==> src/rtl/sega_saturn_abus_pkg.sv <==
// Shared types and constants for the Saturn A-bus initiator.
package sega_saturn_abus_pkg;

  typedef enum logic [2:0] {
    StIdle,
    StAddr,
    StSetup,
    StStrobe,
    StHold,
    StResp
  } abus_state_e;

  // Chip-select index meaning "no bus cycle, respond at once".
  localparam logic [1:0] CS_NONE = 2'd3;

  // Phase counter covers ADDR/SETUP/STROBE/HOLD lengths; timeout counter covers wait extension.
  localparam int unsigned CNT_W = 8;
  localparam int unsigned TO_W  = 16;

  // Chip-select index to one-hot-low select lines.
  function automatic logic [2:0] cs_to_cs_n(input logic [1:0] cs);
    logic [2:0] cs_n;
    case (cs)
      2'd0:    cs_n = 3'b110;
      2'd1:    cs_n = 3'b101;
      2'd2:    cs_n = 3'b011;
      default: cs_n = 3'b111;
    endcase
    return cs_n;
  endfunction

endpackage

==> src/rtl/sega_saturn_abus_sync.sv <==
// N-flop synchronizer / delay line with a configurable reset value.
module sega_saturn_abus_sync #(
  parameter int unsigned      Stages   = 2,
  parameter int unsigned      Width    = 1,
  parameter logic [Width-1:0] ResetVal = '0
) (
  input  logic             clk_i,
  input  logic             rst_ni,
  input  logic [Width-1:0] d_i,
  output logic [Width-1:0] q_o
);

  logic [Stages-1:0][Width-1:0] stage_q;

  // Shift the input through the flop chain.
  always_ff @(posedge clk_i or negedge rst_ni) begin
    if (!rst_ni) begin
      stage_q <= {Stages{ResetVal}};
    end else begin
      stage_q[0] <= d_i;
      for (int i = 1; i < Stages; i++) begin
        stage_q[i] <= stage_q[i-1];
      end
    end
  end

  assign q_o = stage_q[Stages-1];

endmodule

==> src/rtl/sega_saturn_abus_master.sv <==
// Saturn A-bus initiator: one Avalon-style command becomes one timed A-bus cycle.
// Optional build macro SEGA_SATURN_ABUS_MASTER_WAIT_SYNC_EN: abus_wait and the read-back
// data pass through a 2-flop pipe and the minimum strobe grows by 2 clocks.
module sega_saturn_abus_master
  import sega_saturn_abus_pkg::*;
#(
  parameter int unsigned ADDR_CYC    = 2,
  parameter int unsigned SETUP_CYC   = 1,
  parameter int unsigned STROBE_CYC  = 4,
  parameter int unsigned HOLD_CYC    = 1,
  parameter int unsigned TIMEOUT_CYC = 1024
) (
  input  logic        clk_clk,
  input  logic        reset_reset_n,
  input  logic        cmd_valid,
  output logic        cmd_ready,
  input  logic        cmd_write,
  input  logic [1:0]  cmd_cs,
  input  logic [25:0] cmd_addr,
  input  logic [15:0] cmd_wdata,
  input  logic [1:0]  cmd_be,
  output logic        rsp_valid,
  output logic [15:0] rsp_rdata,
  output logic        rsp_timeout,
  output logic [9:0]  abus_address,
  output logic [15:0] abus_ad_o,
  output logic        abus_ad_oe,
  input  logic [15:0] abus_ad_i,
  output logic        abus_as_n,
  output logic [2:0]  abus_cs_n,
  output logic        abus_rd_n,
  output logic [1:0]  abus_wr_n,
  input  logic        abus_wait,
  input  logic        abus_irq_n,
  output logic        irq
);

  localparam int unsigned ACyc    = (ADDR_CYC < 1) ? 1 : ADDR_CYC;
  localparam int unsigned StbBase = (STROBE_CYC < 1) ? 1 : STROBE_CYC;

  logic        wait_s;
  logic [15:0] rd_src;

`ifdef SEGA_SATURN_ABUS_MASTER_WAIT_SYNC_EN
  // Wait arrives two clocks late, so the strobe minimum absorbs that latency.
  localparam int unsigned StbMin = StbBase + 2;

  sega_saturn_abus_sync #(.Stages(2), .Width(1), .ResetVal(1'b0)) u_wait_sync (
    .clk_i  (clk_clk),
    .rst_ni (reset_reset_n),
    .d_i    (abus_wait),
    .q_o    (wait_s)
  );

  // Read data delayed by the same depth so it lines up with the synchronized wait.
  sega_saturn_abus_sync #(.Stages(2), .Width(16), .ResetVal(16'h0000)) u_data_pipe (
    .clk_i  (clk_clk),
    .rst_ni (reset_reset_n),
    .d_i    (abus_ad_i),
    .q_o    (rd_src)
  );
`else
  localparam int unsigned StbMin = StbBase;

  assign wait_s = abus_wait;
  assign rd_src = abus_ad_i;
`endif

  logic irq_n_s;

  sega_saturn_abus_sync #(.Stages(2), .Width(1), .ResetVal(1'b1)) u_irq_sync (
    .clk_i  (clk_clk),
    .rst_ni (reset_reset_n),
    .d_i    (abus_irq_n),
    .q_o    (irq_n_s)
  );

  assign irq = ~irq_n_s;

  abus_state_e      state_q, state_d;
  logic [CNT_W-1:0] cnt_q;
  logic [TO_W-1:0]  ext_q;
  logic             init_q;
  logic             wr_q, to_q;
  logic [1:0]       cs_q, be_q;
  logic [25:0]      addr_q;
  logic [15:0]      wdata_q, rdata_q;
  logic             accept, min_met, strobe_done, strobe_abort;

  assign accept  = cmd_valid && cmd_ready;
  assign min_met = (cnt_q >= CNT_W'(StbMin - 1));

  // State register.
  always_ff @(posedge clk_clk or negedge reset_reset_n) begin
    if (!reset_reset_n) state_q <= StIdle;
    else                state_q <= state_d;
  end

  // Next-state decode; phase lengths come from the clock counter.
  always_comb begin
    state_d      = state_q;
    strobe_done  = 1'b0;
    strobe_abort = 1'b0;
    case (state_q)
      StIdle: begin
        if (accept) state_d = (cmd_cs == CS_NONE) ? StResp : StAddr;
      end
      StAddr: begin
        if (cnt_q == CNT_W'(ACyc - 1)) state_d = (SETUP_CYC > 0) ? StSetup : StStrobe;
      end
      StSetup: begin
        if (cnt_q == CNT_W'(SETUP_CYC - 1)) state_d = StStrobe;
      end
      StStrobe: begin
        if (min_met) begin
          if (!wait_s) begin
            strobe_done = 1'b1;
          end else if (ext_q >= TO_W'(TIMEOUT_CYC)) begin
            strobe_done  = 1'b1;
            strobe_abort = 1'b1;
          end
        end
        if (strobe_done) state_d = (HOLD_CYC > 0) ? StHold : StResp;
      end
      StHold: begin
        if (cnt_q == CNT_W'(HOLD_CYC - 1)) state_d = StResp;
      end
      StResp:  state_d = StIdle;
      default: state_d = StIdle;
    endcase
  end

  // Phase/extension counters, command latch and response capture.
  always_ff @(posedge clk_clk or negedge reset_reset_n) begin
    if (!reset_reset_n) begin
      cnt_q   <= '0;
      ext_q   <= '0;
      init_q  <= 1'b0;
      wr_q    <= 1'b0;
      cs_q    <= CS_NONE;
      be_q    <= '0;
      addr_q  <= '0;
      wdata_q <= '0;
      rdata_q <= '0;
      to_q    <= 1'b0;
    end else begin
      init_q <= 1'b1;
      if (state_d != state_q)  cnt_q <= '0;
      else if (cnt_q != '1)    cnt_q <= cnt_q + CNT_W'(1);
      if (state_q != StStrobe)  ext_q <= '0;
      else if (min_met && wait_s) ext_q <= ext_q + TO_W'(1);
      if (accept) begin
        wr_q    <= cmd_write;
        cs_q    <= cmd_cs;
        be_q    <= cmd_be;
        addr_q  <= cmd_addr;
        wdata_q <= cmd_wdata;
        if (cmd_cs == CS_NONE) begin
          rdata_q <= '0;
          to_q    <= 1'b0;
        end
      end
      if (strobe_done) begin
        to_q    <= strobe_abort;
        rdata_q <= strobe_abort ? 16'hFFFF : (wr_q ? 16'h0000 : rd_src);
      end
    end
  end

  // Bus and handshake outputs decoded from the current phase.
  always_comb begin
    abus_as_n    = 1'b1;
    abus_cs_n    = 3'b111;
    abus_rd_n    = 1'b1;
    abus_wr_n    = 2'b11;
    abus_ad_oe   = 1'b0;
    abus_ad_o    = '0;
    abus_address = addr_q[25:16];
    cmd_ready    = (state_q == StIdle) && init_q;
    rsp_valid    = (state_q == StResp);
    rsp_timeout  = (state_q == StResp) && to_q;
    rsp_rdata    = rdata_q;
    case (state_q)
      StAddr: begin
        abus_as_n  = 1'b0;
        abus_ad_oe = 1'b1;
        abus_ad_o  = addr_q[15:0];
      end
      StSetup, StStrobe, StHold: begin
        abus_cs_n  = cs_to_cs_n(cs_q);
        abus_ad_oe = wr_q;
        abus_ad_o  = wr_q ? wdata_q : 16'h0000;
        if (state_q == StStrobe) begin
          abus_rd_n = wr_q;
          abus_wr_n = wr_q ? ~be_q : 2'b11;
        end
      end
      default: ;
    endcase
  end

endmodule

==> config.mk <==
export PLATFORM = sky130hd
export DESIGN_NAME = sega_saturn_abus_master
export DESIGN_NICKNAME = d
export VERILOG_FILES = /design/src/rtl/sega_saturn_abus_pkg.sv /design/src/rtl/sega_saturn_abus_sync.sv /design/src/rtl/sega_saturn_abus_master.sv
export SDC_FILE = /design/constraint.sdc
export NUM_CORES = 1
export LEC_CHECK = 0
export CAP_MARGIN = 20
export CORE_MARGIN = 5
export CORE_UTILIZATION = 43
export CTS_CLUSTER_DIAMETER = 50
export DETAILED_ROUTE_END_ITERATION = 7
export GPL_ROUTABILITY_DRIVEN = 0
export MAX_ROUTING_LAYER = met4
export PLACE_DENSITY = 0.85
export SLEW_MARGIN = 40
export SYNTH_ARGS = -nofsm -noshare
export SYNTH_HDL_FRONTEND = slang
export SYNTH_SLANG_ARGS = --single-unit
==> constraint.sdc <==
create_clock -name clk_clk -period 1.8 [get_ports clk_clk]
set_input_delay 0.18 -clock clk_clk [delete_from_list [all_inputs] [get_ports clk_clk]]
set_output_delay 0.18 -clock clk_clk [all_outputs]
set_load 0.02 [all_outputs]
-- Yosys cells after proc, flatten, opt, wreduce, memory -nomap -nowiden
Index checks and enable logic that the tools add are counted.
- register bits after elaboration: 94
- word-level logic and storage cells: 82
- output and inout port bits: 54
- reduce and logical (&&, ||, !) cells: 13
- bitwise operators: 2
- magnitude comparators: 2
- add/subtract/negate cells: 2
- equal/unequal tests: 12
- multiplexer cells: 38
- operator list (operator ; number):
    $mux W16 ; 8
    $pmux W16 S2 ; 1
    $mux W3 ; 7
    $add A16 B1 Y16 const B ; 1
    $ge A16 B11 Y1 const B ; 1
    $mux W8 ; 2
    $pmux W3 S5 ; 1
    $mux W1 ; 14
    $pmux W3 S3 ; 1
    $add A8 B1 Y8 const B ; 1
    $eq A8 B1 Y1 const B ; 1
    $ge A8 B2 Y1 const B ; 1
    $logic_not A8 Y1 ; 1
    $ne A8 B8 Y1 const B ; 1
    $reduce_bool A2 Y1 ; 4
    $eq A3 B2 Y1 const B ; 2
    $eq A3 B3 Y1 const B ; 2
    $mux W2 ; 3
    $eq A2 B2 Y1 const B ; 2
    $logic_and A1 B1 Y1 ; 4
    $eq A3 B1 Y1 const B ; 1
    $logic_not A3 Y1 ; 1
    $ne A3 B2 Y1 const B ; 1
    $ne A3 B3 Y1 ; 1
    other kinds (7) ; 7

-- Longest topological paths before layout
- depth after elaboration: 9
- mapped depth: 7
- depth with buffers taken out: 6

-- Hierarchy
From an unflattened synthesis, not the netlist that was laid out.
- cell total of the unflattened synthesis: 359
- area total of the unflattened synthesis: 4446.8 um2
- modules (own cells, without submodules) (module ; times used ; area an instance (um2) ; cells each ; sequential area each (um2)):
    sega_saturn_abus_master ; 1 ; 4394.2 ; 357 ; 2304.7
    sega_saturn_abus_sync ; 1 ; 52.6 ; 2 ; 52.6

-- Worst setup path before layout
Ideal clock, no wire load.
- path kind: reg2reg
- from: register state_q[1]
- to: register cnt_q[5]
- cell stages (with the launch flop): 7
- path slack: -0.327 ns
- data arrival time: 1.977 ns
- clock period less this slack: 2.127 ns
- path through: dfrtp_1 buf_4 nor4b_2 and4_1 nor4_1 nor3_2 a2111oi_4
- word-level cells in the longest chain between the ends: 7
- elaborated cells on any way between the ends: 16
- those cells by class: eq/ne (5); mux (7); reduce/logical (4)
- ends and longest elaborated chain (element ; line ; text):
    start: declaration ; sega_saturn_abus_master.sv:80 ; abus_state_e state_q, state_d;
    start signal: assignment ; sega_saturn_abus_master.sv:95 ; if (!reset_reset_n) state_q <= StIdle;
    start signal: assignment ; sega_saturn_abus_master.sv:96 ; else state_q <= state_d;
    $logic_not A3 Y1 * ; sega_saturn_abus_master.sv:179 ; cmd_ready = (state_q == StIdle) && init_q;
    $logic_and A1 B1 Y1 * ; sega_saturn_abus_master.sv:179 ;
    net cmd_ready ; sega_saturn_abus_master.sv:16 ; output logic cmd_ready,
    $logic_and A1 B1 Y1 * ; sega_saturn_abus_master.sv:90 ; assign accept = cmd_valid && cmd_ready;
    $mux W3 * ; sega_saturn_abus_master.sv:106 ; if (accept) state_d = (cmd_cs == CS_NONE) ? StResp : StAddr;
    $pmux W3 S5 * ; sega_saturn_abus_master.sv:104 ; case (state_q)
    $ne A3 B3 Y1 * ; sega_saturn_abus_master.sv:148 ; if (state_d != state_q) cnt_q <= '0;
    $mux W8 or $reduce_bool A2 Y1 (tied branches) ; n/a ;
    end signal: assignment ; sega_saturn_abus_master.sv:149 ; else if (cnt_q != '1) cnt_q <= cnt_q + CNT_W'(1);
    end: declaration ; sega_saturn_abus_master.sv:81 ; logic [CNT_W-1:0] cnt_q;
Mark *: on every way through the listed nets, which the timed path passes. The rest lies on a longest branch.
A chain may end at the register's enable or synchronous reset.

-- Worst setup path after layout
- from: register cnt_q[0]
- to: register cnt_q[6]
- word-level cells in the longest chain between the ends: 7
- elaborated cells on any way between the ends: 16
- those cells by class: add/sub (1); order compare (1); eq/ne (3); mux (9); reduce/logical (2)
- ends and longest elaborated chain (element ; line ; text):
    $ge A8 B2 Y1 ; sega_saturn_abus_master.sv:91 ; assign min_met = (cnt_q >= CNT_W'(StbMin - 1));
    $mux W1 ; sega_saturn_abus_master.sv:115 ; if (min_met) begin
    $mux W1 ; sega_saturn_abus_master.sv:104 ;
    $mux W3 ; sega_saturn_abus_master.sv:123 ; if (strobe_done) state_d = (HOLD_CYC > 0) ? StHold : StResp;
    $pmux W3 S5 ; sega_saturn_abus_master.sv:104 ;
    $ne A3 B3 Y1 ; sega_saturn_abus_master.sv:148 ;
    $mux W8 or $reduce_bool A2 Y1 (tied branches) ; n/a ;
Parallel ways exist; a longest one is shown, timed or not. The select of a mux whose other input is x is not followed.

==> impl_metrics.toml <==
[hold_path]
min_path_type = "in2reg"
hold-path-endpoint = "u_irq_sync.stage_q[0]"
min-delay-start = "abus_irq_n"
hold-path-cell-count = 1

[critical_path]
reg2reg_setup_slack_ns = -0.20
r2r-end = "cnt_q[6]"
path_class = "reg2reg"
critPathCaptureType = "flop"
ff2ff_path_depth = 8
cp_max_fo = 7
critPathLaunchType = "flop"
rr_startpoint = "cnt_q[0]"
critPathRequiredTime_ns = 2.06
crit_arrival_ns = 2.26

[pwr]
p_leak_nw = 2.96
power.density_nw_per_um2 = 1460
ir_drop_v = 0.00101
power_mw = 9.88

[finish]
area_growth_pct = 55.0
instances_no_fill = 663
fin_util_pct = 68.7
fin_nets = 599
nFillCells = 647
n_antenna_cell = 0
layout_commonest_cell = "clkdlybuf4s50_1"
drive_gt1_share_pct = 41.7
layout_common_cells = "93 x clkdlybuf4s50_1, 88 x dfrtp_1, 51 x buf_4"

[timing]
setup-tns-final_ns = -3.11
worst_slew_pin_slew_ns = 0.516
holdWs_ns = 0.249
fin_ws_ns = -0.203
rsz0062_at_grt = "yes"
drv_slew = 0
finalSetupViolCount = 44
max_freq_ghz = 0.499
clock_skew_ns = 0.0150
fin_crit_ns = 2.00
period_share_pct = 111
max_slew_margin_pct = 65.6
timing_hold_violations_final = 0

[synth]
ys.flop_type = "dfrtp_1"
syn_nets = 427
ys_ff_latch = 94
synthTopCellsByArea = "dfrtp_1 52%, mux2_2 12%, a221o_1 3.7%, a22o_1 3.2%, dfstp_2 2.4%"
ys_seq_area_share_pct = 54.2
synthCells = 354
synth_compound_area_share_pct = 12.8
synth_top_cell_by_area = "dfrtp_1"
synthArstFlopShare_pct = 100
ys_types = 54
syn_area_um2 = 4350
synth_mux_area_share_pct = 12.4
syn_area_per_cell_um2 = 12.3
synthAdderAreaFrac_pct = 1.44
synthXorXnorAreaFrac_pct = 3.22
synth-edff-count = 0
synth-simple-area-share_pct = 11.5
synth_top_area_share_pct = 51.7
synth_top_family_by_area = "compound AO/OA/AOI/OAI gates"
ys_warn_count = 0

[detailed_routing]
wl_per_cell_um = 19.7
dr.first_iter.drc_count = 141
drt-pass1-iter-count = 4
drcViolationCount = 0
vias_per_cell = 5.55
routed_wl_um = 13000
ant_nets = 0
num_vias = 3678

[grt]
grt_pass1_wl_um = 19500
grt_pass1_vias = 3899
gr-usage-met2_pct = 36.2
grt_most_used_layer = "met2"
met1_usage_pct = 22.1
grt_max_degree = 39
grtUsageMet3_pct = 3.88
antenna_found_initial = 0
gr-total-overflow = 0
grt_usage_pct = 20.1

[place]
io_buffers = 121
dpl.hpwl_um = 8200
dp.cells = 630

[floorplanning]
die_w_um = 111
core_um2 = 9820
die_area_um2 = 12200
initial_utilization_pct = 44.3
fp-row-count = 36
die_y_um = 111
ios = 122

[clocking]
cts_buffer_depth = 2
clock_latency_ns = 0.36
root_buffer = "clkbuf_8"
cts_tree = "done"
cts.sinks = 94
cts_buffers = 9
clk_pin_slew_ns = 0.09
htreeDepth = 3

[run_status]
status = "finished, violations left"
failed_checks = "negative setup slack"

[run]
drv_cap = 0
where the power goes:
part           internal (mW)  leakage (nW)  switching, mW
logic                   2.80          1.68           2.44
clock network          0.536        0.0885          0.740
registers               2.87          1.19          0.499
total                   6.20          2.96           3.68
state kept, by name, indices dropped and copies added (netlist names), 2 cells and up:
register	cells
cnt_q	8
be_q	2
ext_q	16
rsp_rdata	16
wdata_q	16
addr_q	26
state_q	3
cs_q	2
final cells by class:
| type | instances | area [um^2] | share of cell area [%] |
|---|---|---|---|
| inverters | 8 | 30.0 | 0.445 |
| clock inverters | 5 | 35.0 | 0.519 |
| well taps | 133 | 166 | 2.47 |
| multi-input cells | 224 | 2160 | 32.0 |
| repair buffers | 189 | 1860 | 27.6 |
| flip-flops and latches | 94 | 2360 | 35.0 |
| clock buffers | 10 | 138 | 2.04 |
cell families after synthesis:
logic type / after synthesis
compound gates: 68
other cells: 1
simple gates: 86
fa+ha+maj: 5
flops: 94
buf+inv: 36
mux: 48
xor+xnor: 16
metal layers:
| layer | part of all wire, % | vias to the layer above |
|---|---|---|
| met5 | 0 | - |
| met4 | 3.1 | 0 |
| met3 | 3.7 | 41 |
| met2 | 56 | 124 |
| met1 | 37 | 1880 |
| li1 | - | 1633 |
worst max-delay path, stage by stage, from the launching register on:
cell and delay, ns:
dfrtp_1 0.39, buf_4 0.16, ha_1 0.21, and3_4 0.17, buf_4 0.14, nor4_2 0.37
nor3_2 0.09, buf_4 0.19, a211oi_1 0.19
worst max-delay path by stage:
| stage | start | end | slack [ns] | cells after the start |
|---|---|---|---|---|
| finish | cnt_q[0] | cnt_q[6] | -0.20 | 8 |
| global route | cnt_q[0] | cnt_q[5] | -0.23 | 8 |
| CTS | state_q[1] | abus_ad_oe | -0.14 | 6 |
| detailed placement | ext_q[14] | cnt_q[3] | -0.22 | 7 |
| global placement | ext_q[14] | cnt_q[4] | -0.21 | 7 |
| floorplan | cnt_q[2] | cnt_q[5] | -0.11 | 6 |
stage by stage:
step           cell area [um^2]  worst slack [ns]
6_report                   6750            -0.203
5_1_grt                    6750            -0.233
4_1_cts                    6490            -0.137
3_5_place_dp               6120            -0.224
3_3_place_gp               6110            -0.212
2_1_floorplan              4500            -0.111
Yosys cell counts, types with 2 or more instances:
master,instances
dfrtp_1,90
mux2_2,47
nor2_1,21
a221o_1,16
a22o_1,16
nand3_1,14
buf_4,11
nand2_1,11
a21oi_1,10
clkbuf_1,9
xnor2_1,9
a211oi_1,7
buf_2,7
inv_1,7
xor2_1,7
and4_1,6
ha_1,5
nor4_1,5
o21ai_0,5
dfstp_2,4
nand4_1,4
and2_1,3
nor3_1,3
a21o_1,2
a31oi_1,2
and3_1,2
nor2b_1,2
o31ai_1,2
or3_1,2
what timing repair did:
action | in CTS | in global routing
endpoints found under the hold margin | 33 | 0
hold buffers | 1 | 0
setup endpoints to repair | 85 | 105
gates resized for setup | 160 | 52
buffers inserted | 9 | 7
cloned | 1 | 2
pin swaps | 16 | 13
No activity file was read; power rests on OpenSTA's default activity.
